--- src/rtl/vp_pixel_mode_pipe.sv ---
// Two-stage ready/valid pixel stage: passthrough / grayscale / threshold / invert with raster tagging.
// Optional VP_PIPE_STATS_EN adds frame and stall counters on o_frame_cnt / o_stall_cnt.
module vp_pixel_mode_pipe #(
    parameter int DW = 12,
    parameter int RL = 640,
    parameter int NR = 480
) (
    input  logic              i_clk,
    input  logic              i_rstn,
    input  logic [1:0]        i_mode,
    input  logic [DW/3-1:0]   i_threshold,
    output logic              o_data_ready,
    input  logic              i_data_valid,
    input  logic [DW-1:0]     i_data,
    input  logic              i_data_ready,
    output logic              o_data_valid,
    output logic [DW-1:0]     o_data,
    output logic              o_sof,
    output logic              o_eol
`ifdef VP_PIPE_STATS_EN
    ,
    output logic [15:0]       o_frame_cnt,
    output logic [15:0]       o_stall_cnt
`endif
);

    localparam int CW = DW / 3;
    localparam int XW = (RL > 1) ? $clog2(RL) : 1;
    localparam int YW = (NR > 1) ? $clog2(NR) : 1;
    localparam logic [XW-1:0] X_LAST = XW'(RL - 1);
    localparam logic [YW-1:0] Y_LAST = YW'(NR - 1);

    logic [XW-1:0]  x_reg;
    logic [YW-1:0]  y_reg;
    logic [1:0]     mode_reg;
    logic [CW-1:0]  thr_reg;

    logic           v1_reg, sof1_reg, eol1_reg;
    logic [DW-1:0]  pix1_reg;
    logic           v2_reg, sof2_reg, eol2_reg;
    logic [DW-1:0]  pix2_reg;

    logic           en;
    logic           accept;
    logic           at_origin;
    logic           at_eol;

    assign en           = ~v2_reg | i_data_ready;
    assign o_data_ready = en & i_rstn;
    assign accept       = i_data_valid & o_data_ready;
    assign at_origin    = (x_reg == '0) && (y_reg == '0);
    assign at_eol       = (x_reg == X_LAST);

    // Raster position plus per-frame mode/threshold; the latch fires on the accept of (0,0)
    // so the frame's first pixel already sees the new settings when it is computed in S1.
    always_ff @(posedge i_clk) begin
        if (!i_rstn) begin
            x_reg    <= '0;
            y_reg    <= '0;
            mode_reg <= 2'd0;
            thr_reg  <= '0;
        end else if (accept) begin
            if (at_eol) begin
                x_reg <= '0;
                y_reg <= (y_reg == Y_LAST) ? '0 : y_reg + 1'b1;
            end else begin
                x_reg <= x_reg + 1'b1;
            end
            if (at_origin) begin
                mode_reg <= i_mode;
                thr_reg  <= i_threshold;
            end
        end
    end

    // S1: capture stage
    always_ff @(posedge i_clk) begin
        if (!i_rstn) begin
            v1_reg   <= 1'b0;
            sof1_reg <= 1'b0;
            eol1_reg <= 1'b0;
            pix1_reg <= '0;
        end else if (en) begin
            v1_reg   <= i_data_valid;
            sof1_reg <= at_origin;
            eol1_reg <= at_eol;
            pix1_reg <= i_data;
        end
    end

    logic [CW-1:0]  r_ch, g_ch, b_ch;
    logic [CW+1:0]  luma_sum;
    logic [CW-1:0]  gray;
    logic [DW-1:0]  gray_pix;
    logic [DW-1:0]  bin_pix;
    logic [DW-1:0]  f_pix;

    assign r_ch     = pix1_reg[DW-1 -: CW];
    assign g_ch     = pix1_reg[2*CW-1 -: CW];
    assign b_ch     = pix1_reg[CW-1:0];
    assign luma_sum = {2'b00, r_ch} + {1'b0, g_ch, 1'b0} + {2'b00, b_ch};
    assign gray     = luma_sum[CW+1:2];
    assign bin_pix  = (gray >= thr_reg) ? {DW{1'b1}} : {DW{1'b0}};

    genvar gi;
    generate
        for (gi = 0; gi < 3; gi++) begin : g_gray_rep
            assign gray_pix[gi*CW +: CW] = gray;
        end
    endgenerate

    always_comb begin
        f_pix = pix1_reg;
        case (mode_reg)
            2'd1:    f_pix = gray_pix;
            2'd2:    f_pix = bin_pix;
            2'd3:    f_pix = ~pix1_reg;
            default: f_pix = pix1_reg;
        endcase
    end

    // S2: output stage; flags are masked by v1 so they can never appear on a bubble
    always_ff @(posedge i_clk) begin
        if (!i_rstn) begin
            v2_reg   <= 1'b0;
            sof2_reg <= 1'b0;
            eol2_reg <= 1'b0;
            pix2_reg <= '0;
        end else if (en) begin
            v2_reg   <= v1_reg;
            sof2_reg <= v1_reg & sof1_reg;
            eol2_reg <= v1_reg & eol1_reg;
            pix2_reg <= f_pix;
        end
    end

    assign o_data_valid = v2_reg;
    assign o_data       = pix2_reg;
    assign o_sof        = sof2_reg;
    assign o_eol        = eol2_reg;

`ifdef VP_PIPE_STATS_EN
    logic          last1_reg, last2_reg;
    logic [15:0]   frame_cnt_reg;
    logic [15:0]   stall_cnt_reg;

    always_ff @(posedge i_clk) begin
        if (!i_rstn) begin
            last1_reg <= 1'b0;
            last2_reg <= 1'b0;
        end else if (en) begin
            last1_reg <= (y_reg == Y_LAST);
            last2_reg <= v1_reg & last1_reg;
        end
    end

    always_ff @(posedge i_clk) begin
        if (!i_rstn) begin
            frame_cnt_reg <= 16'd0;
            stall_cnt_reg <= 16'd0;
        end else begin
            if (v2_reg && i_data_ready && eol2_reg && last2_reg)
                frame_cnt_reg <= frame_cnt_reg + 16'd1;
            if (v2_reg && !i_data_ready && (stall_cnt_reg != 16'hFFFF))
                stall_cnt_reg <= stall_cnt_reg + 16'd1;
        end
    end

    assign o_frame_cnt = frame_cnt_reg;
    assign o_stall_cnt = stall_cnt_reg;
`endif

endmodule

--- config.mk ---
export PLATFORM = sky130hd
export DESIGN_NAME = vp_pixel_mode_pipe
export DESIGN_NICKNAME = d
export VERILOG_FILES = /design/src/rtl/vp_pixel_mode_pipe.sv
export SDC_FILE = /design/constraint.sdc
export NUM_CORES = 1
export LEC_CHECK = 0
export ABC_CLOCK_PERIOD_IN_PS = 6400
export BUFFER_PORTS_ARGS = -buffer_cell sky130_fd_sc_hd__buf_2
export CAP_MARGIN = 20
export CORE_MARGIN = 4
export CORE_UTILIZATION = 55
export DETAILED_ROUTE_END_ITERATION = 6
export GPL_TIMING_DRIVEN = 0
export PLACE_DENSITY = 0.77
export SLEW_MARGIN = 20
export SYNTH_ARGS = -nofsm -noshare
export SYNTH_HDL_FRONTEND = slang
export SYNTH_SLANG_ARGS = --single-unit
--- constraint.sdc ---
create_clock -name i_clk -period 6.4 [get_ports i_clk]
set_input_delay 0.32 -clock i_clk [delete_from_list [all_inputs] [get_ports i_clk]]
set_output_delay 0.32 -clock i_clk [all_outputs]
set_load 0.01 [all_outputs]
# [Word-level counts from Yosys, hierarchy flattened]
# Index checks and enable logic that the tools add are counted.
[totals] reg_bits=55 inputBits=22 out_inout_bits=16 elab_cells=38
[op_classes] addsub=4 n_lt_le_gt_ge=1 n_eq_ne=5 muxes=4 n_bitwise=7 reduce_logical=5
[op_table] op="$pmux 12 s3" n=1
[op_table] op="$mux 12" n=1
[op_table] op="$not 12->12" n=1
[op_table] op="$add 10x1->10 const B" n=1
[op_table] op="$eq 10x10->1 const B" n=1
[op_table] op="$logic_not 10->1" n=1
[op_table] op="$mux 10" n=1
[op_table] op="$add 9x1->9 const B" n=1
[op_table] op="$eq 9x9->1 const B" n=1
[op_table] op="$logic_not 9->1" n=1
[op_table] op="$mux 9" n=1
[op_table] op="$add 4x5->6" n=1
[op_table] op="$add 6x4->6" n=1
[op_table] op="$and 1x1->1" n=4
[op_table] op="$eq 2x2->1 const B" n=2
[op_table] op="$ge 4x4->1" n=1
[op_table] op="$reduce_and 2->1" n=2
[op_table] op="$eq 2x1->1 const B" n=1
[op_table] op="$logic_and 1x1->1" n=1
[op_table] op="$not 1->1" n=1
[op_table] op="$or 1x1->1" n=1

# [Longest topological paths before layout]
# Gate-level depths: netlist of run 1.
[logic_depth] word_depth=5 depth_mapped=13 mapped_depth_nobuf=13

# [Worst setup path before layout of run 1]
# OpenSTA, ideal clock, no wires.
[synth_path] path_kind="flip-flop to flip-flop" start="register pix1_reg[1]" end="register pix2_reg[10] (netlist: o_data[10])" setup_time_ns=0.122 arrival_time_ns=3.096 required_time_ns=6.278 setup_slack_ns=3.182 path_stages_with_launch=13 n_path_buf=0 synth_period_minus_slack_ns=3.218 cell_sequence="dfxtp_1 > inv_1 > fa_1 > and3b_1 > fa_1 > a21o_1 > a21oi_1 > inv_1 > ha_1 > a2111oi_2 > or2_1 > a31oi_1 > a221o_1"
[synth_via] elab_chain_len=4
[synth_lines] element="start: declaration" line="39" text="logic [DW-1:0] pix1_reg;"
[synth_lines] element="start signal: assignment" line="87" text="pix1_reg <= i_data;"
[synth_lines] element="$add 6x4->6 (*)" line="101" text="assign luma_sum = {2'b00, r_ch} + {1'b0, g_ch, 1'b0} + {2'b00, b_ch};"
[synth_lines] element="$ge 4x4->1" line="103" text="assign bin_pix = (gray >= thr_reg) ? {DW{1'b1}} : {DW{1'b0}};"
[synth_lines] element="$mux 12" line="103"
[synth_lines] element="$pmux 12 s3 (*)" line="114" text="case (mode_reg)"
[synth_lines] element="end signal: assignment" line="133" text="pix2_reg <= f_pix;"
[synth_lines] element="end: declaration" line="41" text="logic [DW-1:0] pix2_reg;"
# Every way passes the cells marked *; elsewhere a longest branch is shown, timed or not.
# A chain may end at the register's enable or synchronous reset.

# [Worst setup path after layout of run 1]
[layout_path] start="register pix1_reg[1]" end="register pix2_reg[3] (netlist: o_data[3])"
# The elaborated chain is that of the path after synthesis.

==> flow_metrics.tcl, run 1 <==
set metrics [dict create \
    grt_first_pass_wirelength_microns 10130 \
    wl_microns 6069 \
    numPortBuffers 37 \
    grt_setup_unrepaired "no" \
    grt_antenna_before_repair 0 \
    holdCritPathClass "input pin to flop" \
    p_seq_share_pct 55.1 \
    placedCellCount 407 \
    final_min_period_over_clock_period_pct 57.35 \
    grt_max_degree 17 \
    fin_tns_setup_ps 0 \
    drcViolationCount 1 \
    h-tree-depth 2 \
    timing.final.crit_period_ps 3670 \
    finish.net_count 384 \
    cp_max_fo 7 \
    switchingPower_uw 186.7 \
    layout-drive-gt1-share_pct 16.38 \
    yosysUniqueCellTypes 48 \
    synth.cell_area_sq_um 2690 \
    yosysWarnings 0 \
    syn-mean-instance-area_sq_um 8.878 \
    clock-skew-final_ps 9.023 \
    detail_route.vias_per_cell 5.701 \
    ant_nets 0 \
    clkPwrFrac_pct 28.1 \
    violations "DRC" \
    peakVddDrop_v 0.0001875 \
    run_status "finished, violations left" \
    clk_latency_ps 310 \
    syn_nets 340 \
    power_density_cells_nw_per_um2 221.3 \
    final-setup-viol-count 0 \
    cts-buffers-inserted 5 \
    worst_ep_required_time_ps 6660 \
    cts_buffer_depth 2 \
    cts_tree "done" \
    synth.yosys.seq_area_share_pct 40.93 \
    hold_path.startpoint "i_data[5]" \
    place.gp.congestion 0.8809 \
    regToRegStartpoint "pix1_reg[1]" \
    antenna_cells 0 \
    setup.worst_path.start_class "flop" \
    fp.dieArea_sq_um 6074 \
    worstPathArrival_ps 3930 \
    synth_area_leader_cell "dfxtp_1" \
    timing.slew.headroom_pct 57.79 \
    crit_path_start "pix1_reg[1]" \
    avgRoutedWirePerCell_microns 14.62 \
    detailed_place_hpwl_microns 4603 \
    placement_rows 25 \
    core_ar_sq_um 4723 \
    gr-usage-all-layers_pct 20.69 \
    power_switching_share_pct 27.72 \
    synth_edf_count 0 \
    die_w_microns 77.94 \
    worst_pin_slew_ps 631.4 \
    setup.reg_to_reg.worst_slack_ps 2730 \
    combinational_power_share_pct 16.8 \
    timing.max_cap.violations 0 \
    internal_power_uw 486.9 \
    postSynth.topFlopCell "dfxtp_1" \
    syn-instance-count 303 \
    nFillCells 435 \
    first_pass_iters 6 \
    leakagePower_nw 1.303 \
    grt_pass1_vias 2168 \
    async_reset_ff_share_pct 0 \
    synthToLayoutAreaGrowth_pct 13.16 \
    postSynthRegisterBits 55 \
    critical_path.endpoint_type "flop" \
    synth.area.top_cells "dfxtp_1 (41%), ha_1 (5.1%), nand2_1 (4.7%), nor2_1 (4.5%), a22o_1 (3.9%)" \
    synth.top_cell.area_share_pct 40.93 \
    stdcell_count 415 \
    clkSinkCount 55 \
    hold_vio_cnt_final 0 \
    postCtsSetupRepairBufs 0 \
    worstSetupPathType "flop to flop" \
    post_cts_repair_resize_count 0 \
    max_freq_ghz 0.2724 \
    slew_violations 0 \
    io_pins 38 \
    initial_core_util_pct 56.95 \
    worst_setup_hold_path_clk_slew_ps 100 \
    floorplan.die.height_microns 77.94 \
    drt-initial-drc-count 103 \
    clockRootBuffer "clkbuf_8" \
    num_vias 2366 \
    cts_hold_repair.buffers 0 \
    grt_overflow 0 \
]
[cells in the mapped netlist (3+ instances only)]
library cell,instances
nand3_1,11
a21oi_1,13
o31ai_1,3
a31oi_1,3
mux2i_1,8
nor4_1,4
and3_1,5
nor2_1,32
nand4_1,5
xor2_1,6
a32o_1,3
nand2_1,34
ha_1,11
clkbuf_1,6
nor3_1,6
a22o_1,12
a221o_1,3
nand2b_1,3
o21ai_0,12
xnor2_1,5
dfxtp_1,55
a21o_1,3
nor3b_1,4
or4_1,4
fa_1,4
inv_1,15
buf_2,5
[cell families after synthesis]
group | count (synthesis) | share of synthesized area [%]
compound gates | 62 | 16.00
xor+xnor | 11 | 3.581
fa+ha+maj | 15 | 8.093
buf+inv | 28 | 4.139
flops | 55 | 40.93
mux | 8 | 2.977
simple gates | 124 | 24.28
[through the flow]
step	setup slack (ps)	total power, mW	cell area (sq um)	hold slack, ps	util, %
floorplan	3182	0.4567	2690	442.2	-
global placement	2846	0.4881	2959	431.8	62.65
detailed placement	2754	0.4930	2959	438.7	62.65
CTS	2715	0.6789	3044	220.1	64.45
global route	2435	0.7100	3044	213.9	64.45
finish	2730	0.6736	3044	222.4	64.45
[layout make-up]
cell class	count	area [sq um]	area share (%)
sequential	55	1101	36.17
clock buffer	6	72.57	2.384
clock inverter	2	12.51	0.4110
tap	67	83.83	2.754
multi-input combinational	220	1478	48.54
inverter	16	60.06	1.973
buffer	12	51.30	1.685
timing repair buffer	37	185.2	6.083
[layout by cell type, fill, tap and decap left out, types with 5 or more instances in the layout]
master    synthesis  final
a21oi_1          13     13
a22o_1           12     12
and3_1            5      5
buf_2             5     42
clkbuf_1          6      7
clkbuf_8          0      5
dfxtp_1          55     55
ha_1             11     11
inv_1            15     15
mux2i_1           8      8
nand2_1          34     34
nand3_1          11     11
nand4_1           5      5
nor2_1           32     32
nor3_1            6      6
o21ai_0          12     12
xnor2_1           5      5
xor2_1            6      6
[metal layers]
metal	GRT usage (%)	vias to the layer above	share of wire (%)
li1	-	1167	-
met1	24.62	1132	42
met5	0	-	0
met3	3.944	8	4.4
met2	38.61	59	53
met4	3.846	0	1.0
[critical path, cell delays in order, from the launching register on]
cell and delay [ps]:
dfxtp_1 380, inv_1 90, fa_1 540, and3b_1 210, fa_1 400, a21o_1 190
a21oi_1 320, inv_1 80, ha_1 280, o21a_1 110, nor2_1 50, nor4b_2 550
o21ai_0 300, nand2_1 110
[worst paths after layout]
kind                                     to  cells after the start
worst max register to register    o_data[3]                     13
worst max-delay path              o_data[3]                     13
worst min-delay path            pix1_reg[5]                      2
worst min register to register    o_data[5]                      2
[power by group through the flow]
stage                     Combinational [mW]  Clock [mW]  Sequential [mW]
after CTS                              0.114       0.193            0.372
after detailed placement               0.113           0            0.380
after global placement                 0.109           0            0.379
final                                  0.113       0.189            0.371
after global routing                   0.127       0.209            0.374
after floorplan                       0.0758           0            0.381
(Power assumes the default switching activity.)
==> run 2: changes to the inputs <==
--- a/config.mk
+++ b/config.mk
@@ -5,7 +5,7 @@
 export SDC_FILE = /design/constraint.sdc
 export NUM_CORES = 1
 export LEC_CHECK = 0
-export ABC_CLOCK_PERIOD_IN_PS = 6400
+export ABC_CLOCK_PERIOD_IN_PS = 3800
 export BUFFER_PORTS_ARGS = -buffer_cell sky130_fd_sc_hd__buf_2
 export CAP_MARGIN = 20
 export CORE_MARGIN = 4
==> constraint.sdc (replaced) <==
create_clock -name i_clk -period 3.8 [get_ports i_clk]
set_input_delay 0.19 -clock i_clk [delete_from_list [all_inputs] [get_ports i_clk]]
set_output_delay 0.19 -clock i_clk [all_outputs]
set_load 0.01 [all_outputs]
==> flow_metrics.tcl, run 2 (same netlist as run 1, synthesis figures left out) <==
set metrics [dict create \
    layout_commonest_cell "dfxtp_1" \
    reg2regPathDepth 12 \
    hold_path.startpoint "i_data[5]" \
    worst_slack_ps 154.3 \
    core_ar_sq_um 4723 \
    worstSetupPathType "flop to flop" \
    max_freq_ghz 0.2743 \
    clkPwrFrac_pct 28.0 \
    grt_setup_unrepaired "no" \
    regToRegStartpoint "pix1_reg[1]" \
    num_vias 2362 \
    worst_ep_required_time_ps 4010 \
    numPortBuffers 37 \
    detail_route.vias_per_cell 5.692 \
    drcViolationCount 1 \
    die_w_microns 77.94 \
    clkSinkCount 55 \
    grt_antenna_before_repair 0 \
    timing.slew.headroom_pct 57.72 \
    critical-path-slowest-cell "fa_1" \
    floorplan.die.height_microns 77.94 \
    grt_max_degree 17 \
    holdCritPathClass "input pin to flop" \
    fin_tns_setup_ps 0 \
    first_pass_iters 7 \
    clockRootBuffer "clkbuf_8" \
    cell_chain_of_the_critical_path "inv_1, fa_1, and3b_1, fa_1, a21o_1, a21oi_2, inv_1, ha_1, a2111oi_2, or2_1, a31oi_1, a221o_1" \
    fin_util_pct 64.72 \
    timing.max_cap.violations 0 \
    peakVddDrop_v 0.0003169 \
    finish.net_count 384 \
    critical_path.endpoint_type "flop" \
    p_seq_share_pct 54.9 \
    gr-usage-all-layers_pct 20.69 \
    timing.hold.worst_endpoint "pix1_reg[5]" \
    final_min_period_over_clock_period_pct 95.94 \
    power_density_cells_nw_per_um2 373.1 \
    preCtsSetupSlack_ps 153.8 \
    timing.hold.ws_ps 89.76 \
    wl_microns 6088 \
    synthToLayoutAreaGrowth_pct 13.63 \
    violations "DRC" \
    placedCellCount 407 \
    setup.worst_path.start_class "flop" \
    layout-drive-gt1-share_pct 16.67 \
    slew_violations 0 \
    worstPathArrival_ps 3850 \
    grt_pass1_vias 2168 \
    switchingPower_uw 319.1 \
    hold-path-cell-count 2 \
    ant_nets 0 \
    worst_setup_hold_path_clk_slew_ps 100 \
    avgRoutedWirePerCell_microns 14.67 \
    cp_max_fo 4 \
    run_status "finished, violations left" \
    power_switching_share_pct 27.98 \
    clock-skew-final_ps 9.448 \
    cts-buffers-inserted 5 \
    final_cell_mix "dfxtp_1 (55), buf_2 (42), nand2_1 (34)" \
    detailed_place_hpwl_microns 4603 \
    combinational_power_share_pct 17.1 \
    h-tree-depth 2 \
    io_pins 38 \
    cts_buffer_depth 2 \
    fp.dieArea_sq_um 6074 \
    place.gp.congestion 0.8809 \
    hold_vio_cnt_final 0 \
    grt_first_pass_wirelength_microns 10130 \
    leakagePower_nw 1.304 \
    cts_tree "done" \
    antenna_cells 0 \
    rr_endpoint "o_data[6]" \
    stdcell_count 415 \
    cts_hold_repair.buffers 0 \
    internal_power_uw 821.4 \
    drt-initial-drc-count 121 \
    largest_stage_delay_worst_path_ps 540 \
    post_cts_repair_resize_count 0 \
    setup.reg_to_reg.worst_slack_ps 150 \
    final-setup-viol-count 0 \
    initial_core_util_pct 56.95 \
    timing.final.crit_period_ps 3646 \
    placement_rows 25 \
    clk_latency_ps 310 \
    grt_overflow 0 \
    postCtsSetupRepairBufs 0 \
    worst_pin_slew_ps 631.9 \
]
==> run 2: cell counts in the layout (fill, tap and decap cells not counted) <==
Identical to the previous run, type by type.
==> run 2: worst max-delay path, delay by kind of cell (launching register included) <==
kind / cells / cell delay [ps]
flip-flops: 1 / 380
AO/OA/AOI/OAI: 5 / 1460
adder cells (fa/ha/maj): 3 / 1140
AND/OR/NAND/NOR: 2 / 400
buffers and inverters: 2 / 160
==> run 2: final cells by class <==
type / count / area [sq um]
plain buffers: 12 / 51.30
clock buffers: 6 / 72.57
clock inverters: 2 / 12.51
fillers: 432 / 1667
inverters: 16 / 60.06
multi-input cells: 220 / 1490
flip-flops and latches: 55 / 1101
well taps: 67 / 83.83
repair buffers: 37 / 185.2
==> run 2: per-stage QoR <==
step                total power, mW  area [sq um]
finish                        1.140          3057
detailed placement           0.8303          2959
CTS                           1.143          3044
global placement             0.8220          2959
floorplan                    0.7692          2690
global route                  1.200          3057
==> run 2: power groups by stage <==
stage	Combinational, mW	Sequential (mW)	Clock (mW)
2_1_floorplan	0.128	0.641	0
3_3_place_gp	0.184	0.638	0
5_1_grt	0.218	0.630	0.352
4_1_cts	0.192	0.626	0.325
6_report	0.196	0.626	0.319
3_5_place_dp	0.191	0.639	0
==> run 2: worst max path at each step <==
| stage | slack, ps | endpoint | start |
|---|---|---|---|
| floorplan | 580 | o_data[10] | pix1_reg[1] |
| global placement | 250 | o_data[7] | pix1_reg[1] |
| detailed placement | 150 | o_data[3] | pix1_reg[1] |
| CTS | 110 | o_data[3] | pix1_reg[1] |
| global route | 20 | o_data[6] | pix1_reg[1] |
| finish | 150 | o_data[6] | pix1_reg[1] |
==> run 2: routing by layer <==
| metal | part of all wire (%) | vias up | wire [microns] | GRT usage, % |
|---|---|---|---|---|
| li1 | - | 1166 | - | - |
| met1 | 42 | 1128 | 2534 | 24.62 |
| met2 | 52 | 61 | 3194 | 38.61 |
| met3 | 5.1 | 7 | 308 | 3.944 |
| met4 | 0.84 | 0 | 51 | 3.846 |
| met5 | 0 | - | 0 | 0 |
